$ cat src/rtl/sppf_pool_scheduler.sv
// SPPF pool scheduler: walks one shared 5x5 stride-1 max-pool engine through
// the three cascaded passes P1=pool(X), P2=pool(P1), P3=pool(P2). Each job is a
// single output row of one channel: request the 5-row tile, wait for it, pulse
// the engine, wait ENG_LAT cycles, then hand the result row to writeback.
module sppf_pool_scheduler #(
  parameter int H       = 20,
  parameter int C       = 512,
  parameter int ENG_LAT = 2,
  localparam int ROW_W  = (H > 1) ? $clog2(H) : 1,
  localparam int CH_W   = (C > 1) ? $clog2(C) : 1
) (
  input  logic             clk,
  input  logic             reset,
  input  logic             start,
  output logic             busy,
  output logic             done,
  output logic             req_valid,
  input  logic             req_ready,
  output logic [1:0]       req_pass,
  output logic [CH_W-1:0]  req_ch,
  output logic [ROW_W-1:0] req_row,
  output logic [4:0]       pad_mask,
  input  logic             tile_valid,
  output logic             eng_load,
  output logic             wb_valid,
  input  logic             wb_ready,
  output logic [1:0]       wb_dst
);

  localparam int CNT_W = (ENG_LAT > 1) ? $clog2(ENG_LAT) : 1;

  localparam logic [ROW_W-1:0] ROW_MAX = ROW_W'(H - 1);
  localparam logic [CH_W-1:0]  CH_MAX  = CH_W'(C - 1);
  localparam logic [CNT_W-1:0] CNT_MAX = CNT_W'(ENG_LAT - 1);

  typedef enum logic [2:0] {
    S_IDLE,
    S_REQ,
    S_WAIT_TILE,
    S_POOL,
    S_WB,
    S_NEXT,
    S_DONE
  } state_t;

  state_t           state;
  logic [CNT_W-1:0] lat_cnt;

  logic [ROW_W-1:0] row_n;
  logic [CH_W-1:0]  ch_n;
  logic [1:0]       pass_n;
  logic             last_job;

  // Window row r-2+i is padding when it falls above row 0 or below row H-1.
  function automatic logic [4:0] pad_of(input logic [ROW_W-1:0] r);
    int         rv;
    logic [4:0] m;
    rv = int'(r);
    for (int i = 0; i < 5; i++) begin
      m[i] = ((rv + i) < 2) || ((rv + i) > (H + 1));
    end
    return m;
  endfunction

  // Next job coordinates: row innermost, then channel, then pass.
  always_comb begin
    row_n    = req_row;
    ch_n     = req_ch;
    pass_n   = req_pass;
    last_job = (req_pass == 2'd2) && (req_ch == CH_MAX) && (req_row == ROW_MAX);
    if (req_row == ROW_MAX) begin
      row_n = '0;
      if (req_ch == CH_MAX) begin
        ch_n   = '0;
        pass_n = last_job ? 2'd0 : req_pass + 2'd1;
      end else begin
        ch_n = req_ch + 1'b1;
      end
    end else begin
      row_n = req_row + 1'b1;
    end
  end

  // Job sequencer: all outputs are registered here so they hold for a whole job.
  always_ff @(posedge clk or negedge reset) begin
    if (!reset) begin
      state     <= S_IDLE;
      busy      <= 1'b0;
      done      <= 1'b0;
      req_valid <= 1'b0;
      eng_load  <= 1'b0;
      wb_valid  <= 1'b0;
      req_pass  <= '0;
      req_ch    <= '0;
      req_row   <= '0;
      pad_mask  <= '0;
      wb_dst    <= '0;
      lat_cnt   <= '0;
    end else begin
      eng_load <= 1'b0;
      done     <= 1'b0;
      case (state)
        S_IDLE: begin
          pad_mask <= pad_of(req_row);
          wb_dst   <= req_pass + 2'd1;
          if (start) begin
            state     <= S_REQ;
            busy      <= 1'b1;
            req_valid <= 1'b1;
          end
        end
        S_REQ: begin
          if (req_ready) begin
            req_valid <= 1'b0;
            state     <= S_WAIT_TILE;
          end
        end
        S_WAIT_TILE: begin
          if (tile_valid) begin
            eng_load <= 1'b1;
            lat_cnt  <= '0;
            state    <= S_POOL;
          end
        end
        S_POOL: begin
          if (lat_cnt == CNT_MAX) begin
            wb_valid <= 1'b1;
            state    <= S_WB;
          end else begin
            lat_cnt <= lat_cnt + 1'b1;
          end
        end
        S_WB: begin
          if (wb_ready) begin
            wb_valid <= 1'b0;
            state    <= S_NEXT;
          end
        end
        S_NEXT: begin
          req_row  <= row_n;
          req_ch   <= ch_n;
          req_pass <= pass_n;
          pad_mask <= pad_of(row_n);
          wb_dst   <= pass_n + 2'd1;
          if (last_job) begin
            done  <= 1'b1;
            state <= S_DONE;
          end else begin
            req_valid <= 1'b1;
            state     <= S_REQ;
          end
        end
        S_DONE: begin
          busy  <= 1'b0;
          state <= S_IDLE;
        end
        default: state <= S_IDLE;
      endcase
    end
  end

endmodule

$ cat config.mk
export PLATFORM = sky130hd
export DESIGN_NAME = sppf_pool_scheduler
export DESIGN_NICKNAME = d
export VERILOG_FILES = /design/src/rtl/sppf_pool_scheduler.sv
export SDC_FILE = /design/constraint.sdc
export NUM_CORES = 1
export LEC_CHECK = 0
export ABC_AREA = 1
export CORE_MARGIN = 5
export CORE_UTILIZATION = 57
export DETAILED_ROUTE_END_ITERATION = 7
export PLACE_DENSITY = 0.82
export SYNTH_ARGS = -nofsm -noshare
export SYNTH_HDL_FRONTEND = slang
export SYNTH_SLANG_ARGS = --single-unit
export TNS_END_PERCENT = 100
$ cat constraint.sdc
create_clock -name clk -period 7.1 [get_ports clk]
set_clock_uncertainty 0.2 [all_clocks]
set_input_delay 2.13 -clock clk [delete_from_list [all_inputs] [get_ports clk]]
set_output_delay 2.13 -clock clk [all_outputs]
set_load 0.02 [all_outputs]
# == Word level (Yosys, flattened, before mapping) ==
# Cells that the tools add are included.
# word_totals
output_inout_bits,28
reg_bits,32
word_cells,113
# classes
addsub,13
reduce_logical,24
order_cmp,20
n_mux,29
eq_ne,15
# ops
operator,count
"< comparator 32 x 3 -> 1 bit, second input constant",8
"> comparator 6 x 5 -> 1 bit, second input constant",8
"adder 5 x 2 -> 6 bit, second input constant",4
two-way mux 3 bit,6
one-hot mux 3 bit (6 select lines),1
"adder 5 x 1 -> 6 bit, second input constant",2
"adder 5 x 3 -> 6 bit, second input constant",2
"!= test 2 bit, second input constant",6
two-way mux 1 bit,11
"> comparator 5 bit, second input constant",2
logical OR 1 bit,10
"< comparator 5 x 2 -> 1 bit, second input constant",2
one-hot mux 5 bit (2 select lines),1
"adder 9 x 1 -> 9 bit, second input constant",1
"== test 3 bit, second input constant",3
"== test 9 bit, second input constant",1
two-way mux 9 bit,1
nonzero test 2 bit,4
"== test 3 x 2 -> 1 bit, second input constant",2
two-way mux 2 bit,3
one-hot mux 1 bit (2 select lines),3
AND reduction 2 bit,3
"adder 5 x 1 -> 5 bit, second input constant",1
"== test 5 bit, second input constant",1
other kinds (13),15

# == Depth between registers and ports, before layout ==
# depth
word_depth,8
ltp_mapped,16

# == Least setup slack after synthesis ==
# OpenSTA, ideal clock, no wires.
# synth_timing
path_type,flip-flop to output port
from,register req_row[2]
to,output req_row[2]
arrival_time_ps,568
stages_incl_launch_ff,1
path_slack_ps,4202
cell_sequence,dfrtp_1
# synth_lines
element,line_no,source
from (decl),21,"output logic [ROW_W-1:0] req_row,"
from (signal assigned),140,req_row <= row_n;
# No word-level cell between the ends.

# == Final worst setup path ==
# layout_timing
from,register req_row[0]
to,output req_row[0]
# No word-level cell between the ends.

==> run_results.csv <==
group,metric,value,unit
run_status,outcome,"finished clean",
logic_synthesis,ys_top_cells_by_count,"nand2_1 (124), inv_1 (44), dfrtp_1 (32), nand3_1 (29), nor2_1 (27)",
min_path,hold_class,"reg2reg",
logic_synthesis,synth_area_per_cell,6.96,um^2
worst_setup_path,rr_endpoint,"pad_mask[2]$_DFFE_PN0P_",
global_route,grt_pass1_vias,2271,
worst_setup_path,rrSetupSlack,3980,ps
run,cap_viol_max_count,0,
logic_synthesis,synth_fp_nets,409,
timing,setup_violations,0,
timing,fmax,256,MHz
logic_synthesis,ys.flop_type,"dfrtp_1",
routing,avgViaCountPerCell,5.50,
worst_setup_path,path_delay_family,"buffers and inverters",
logic_synthesis,synth_cell_type_count,36,
worst_setup_path,reg2reg_depth,15,
floorplanning,die-area,0.00606,mm^2
logic_synthesis,post_synth_instance_area,0.00263,mm^2
cells_and_area,synthToLayoutAreaGrowth,16.5,%
min_path,hold_start,"pad_mask[2]$_DFFE_PN0P_",
min_path,hold_depth,2,
floorplanning,io_pins,34,
routing,drt-initial-drc-count,198,
clocking,numCtsBuffers,5,
timing,finalHoldViolations,0,
timing,relSlewSlack,64.0,%
timing,finalCriticalPeriod,3910,ps
timing,worstMarginPinSlew,537,ps
timing,slew_viol_final,0,
worst_setup_path,r2r_start,"req_row[0]$_DFFE_PN0P_",
logic_synthesis,yosysMostFrequentCell,"nand2_1",
worst_setup_path,end_kind,"output pin",
worst_setup_path,critPathLaunchType,"flop",
place,numPortBuffers,33,
cells_and_area,final_cell_area,0.00306,mm^2
timing,rsz0062_at_grt,"false",
cells_and_area,drive_gt1_share,6.31,%
floorplanning,die-width,77.9,um
routing,first_pass_iters,6,
routing,route.detailed.drc,0,
global_route,grt_pass1_wl,10600,um
pwr,vdd_drop_max,0.226,mV
place,placed_area,0.00297,mm^2
place,dp_hpwl,4790,um
place,gp_congestion,0.950,
worst_setup_path,cp.required,4770,ps
logic_synthesis,synth_top_area_share,30.5,%
routing,vias,2550,
logic_synthesis,ys_async_sr_fraction,100,%
logic_synthesis,synth_cells,377,
timing,fin_crit_sh,55.0,%
pwr,powerDensity,335,mW/mm^2
place,dpl_worst_slack,3520,ps
clocking,cts_hold_buffers,0,
logic_synthesis,ys_warn_count,0,
routing,drt-wirelength-per-cell,14.0,um
cells_and_area,fill_cells,387,
clocking,clk_path_buf_depth,2,
cells_and_area,diodes,0,
floorplanning,rows,24,
worst_setup_path,cp_max_fo,13,
worst_setup_path,crit_arrival,1580,ps
clocking,clock-root-buffer,"clkbuf_8",
clocking,clk_latency,290,ps
floorplanning,fp.dieH,77.9,um
global_route,grt_max_degree,33,
floorplanning,start_util,59.5,%
cells_and_area,fin_nets,443,
clocking,cts_setup_buffers,0,
logic_synthesis,synth_seq_area_share,30.5,%
worst_setup_path,crit_buf_inv,1,
global_route,grt.total_usage,21.5,%
worst_setup_path,worstPathCellList,"clkdlybuf4s50_1",
worst_setup_path,worstSetupPathType,"reg2out",
global_route,grt_antenna_before_repair,0,
clocking,cts_resized,0,
worst_setup_path,slowest_delay,690,ps
pwr,p_leak,0.00161,uW
clocking,cts.htree.levels,2,
clocking,cts_num_sinks,32,
logic_synthesis,synth_edf_count,0,
routing,drtAntennaViolNets,0,
timing,finalWorstSetupSlack,3190,ps
logic_synthesis,synth_top_cell_by_area,"dfrtp_1",
min_path,hold_end,"pad_mask[2]$_DFFE_PN0P_",
timing,final.setup.tns,0,ps
routing,wirelength,6520,um
logic_synthesis,ys_ff_latch,32,
global_route,overflow,0,
floorplanning,core_area,0.00441,mm^2
clocking,tritoncts,"yes",
clocking,path_clk_slew,70,ps
logic_synthesis,synth_area_leaders,"dfrtp_1 (31%), nand2_1 (18%), ha_1 (12%)",
worst_setup_path,slowest_stage,"clkdlybuf4s50_1",
[placed cells by master (no fill, tap or decap), types with 2 or more instances in the layout]
master	n
nand3_4	2
ha_1	26
inv_1	44
nor2_2	2
nand4_1	6
nor3_1	8
nor2_1	27
nand3_2	2
o21ai_1	2
clkbuf_8	5
nand2_2	2
inv_2	3
o22ai_1	2
xor2_1	2
nand3b_1	2
o31ai_1	2
a22oi_1	2
nand3_1	29
clkinv_2	2
a21oi_1	21
dfrtp_1	32
nand2_1	124
o21ai_0	20
clkdlybuf4s50_1	33
[report_power, final]
group,internal [uW],switching [uW]
clock,68.3,74.0
sequential,228,51.7
combinational,221,382
total,517,508
[kinds of logic (layout without fill, tap and decap cells)]
| kind of cell | count (synthesis) | in the layout | share of synthesized area (%) |
|---|---|---|---|
| AO/OA/AOI/OAI | 52 | 52 | 10.8 |
| XOR/XNOR | 3 | 3 | 1.00 |
| adder cells (fa/ha/maj) | 26 | 26 | 12.4 |
| buffers and inverters | 55 | 90 | 9.15 |
| flip-flops | 32 | 32 | 30.5 |
| AND/OR/NAND/NOR | 209 | 209 | 36.1 |
[flip-flops by register name, summed over array words and instances (netlist names)]
register and count:
req_ch 9, pad_mask 5, req_row 5, state 3, req_pass 2, wb_dst 2
busy 1, done 1, eng_load 1, lat_cnt 1, req_valid 1, wb_valid 1
[metrics by stage]
stage	hold slack (ps)	power (uW)	cells	util, %
floorplan	313	692	377	-
global placement	272	854	456	67.3
detailed placement	276	868	456	67.3
CTS	290	1020	464	69.3
global route	334	1110	464	69.3
finish	284	1020	464	69.3
[metal layers]
layer  share of wire [%]  track usage [%]
met1                  47             31.5
met2                  45             33.1
met3                 7.1             3.47
met4                 1.2             5.15
met5                   0                0
[worst reg2reg max path, cell delays in order, from the launching register on]
cell,delay (ps)
dfrtp_1,600
ha_1,490
inv_1,120
nand2_1,110
nand2_1,80
nor2_1,430
ha_1,300
inv_1,90
nor2_1,140
nand2_1,70
nand2_1,100
inv_1,50
nand2_1,60
nand3_1,80
nand2_1,70
nand2_1,40
[how the worst max path moves through the flow]
| stage | cells after the start | endpoint | from |
|---|---|---|---|
| after floorplan | 0 | req_row[2] | req_row[2]$_DFFE_PN0P_ |
| after global placement | 1 | req_row[0] | req_row[0]$_DFFE_PN0P_ |
| after detailed placement | 1 | req_row[0] | req_row[0]$_DFFE_PN0P_ |
| after CTS | 1 | req_row[0] | req_row[0]$_DFFE_PN0P_ |
| after global routing | 1 | req_row[0] | req_row[0]$_DFFE_PN0P_ |
| final | 1 | req_row[0] | req_row[0]$_DFFE_PN0P_ |
[final cells by class]
type                       instances  area [um^2]  share of cell area, %
sequential                        32          801                   26.2
clock buffer                       5         68.8                   2.25
multi-input combinational        290         1580                   51.8
clock inverter                     3         18.8                  0.614
timing repair buffer              34          338                   11.0
inverter                          48          183                   5.97
tap                               52         65.1                   2.13
Power figures use the tool's default switching activity.
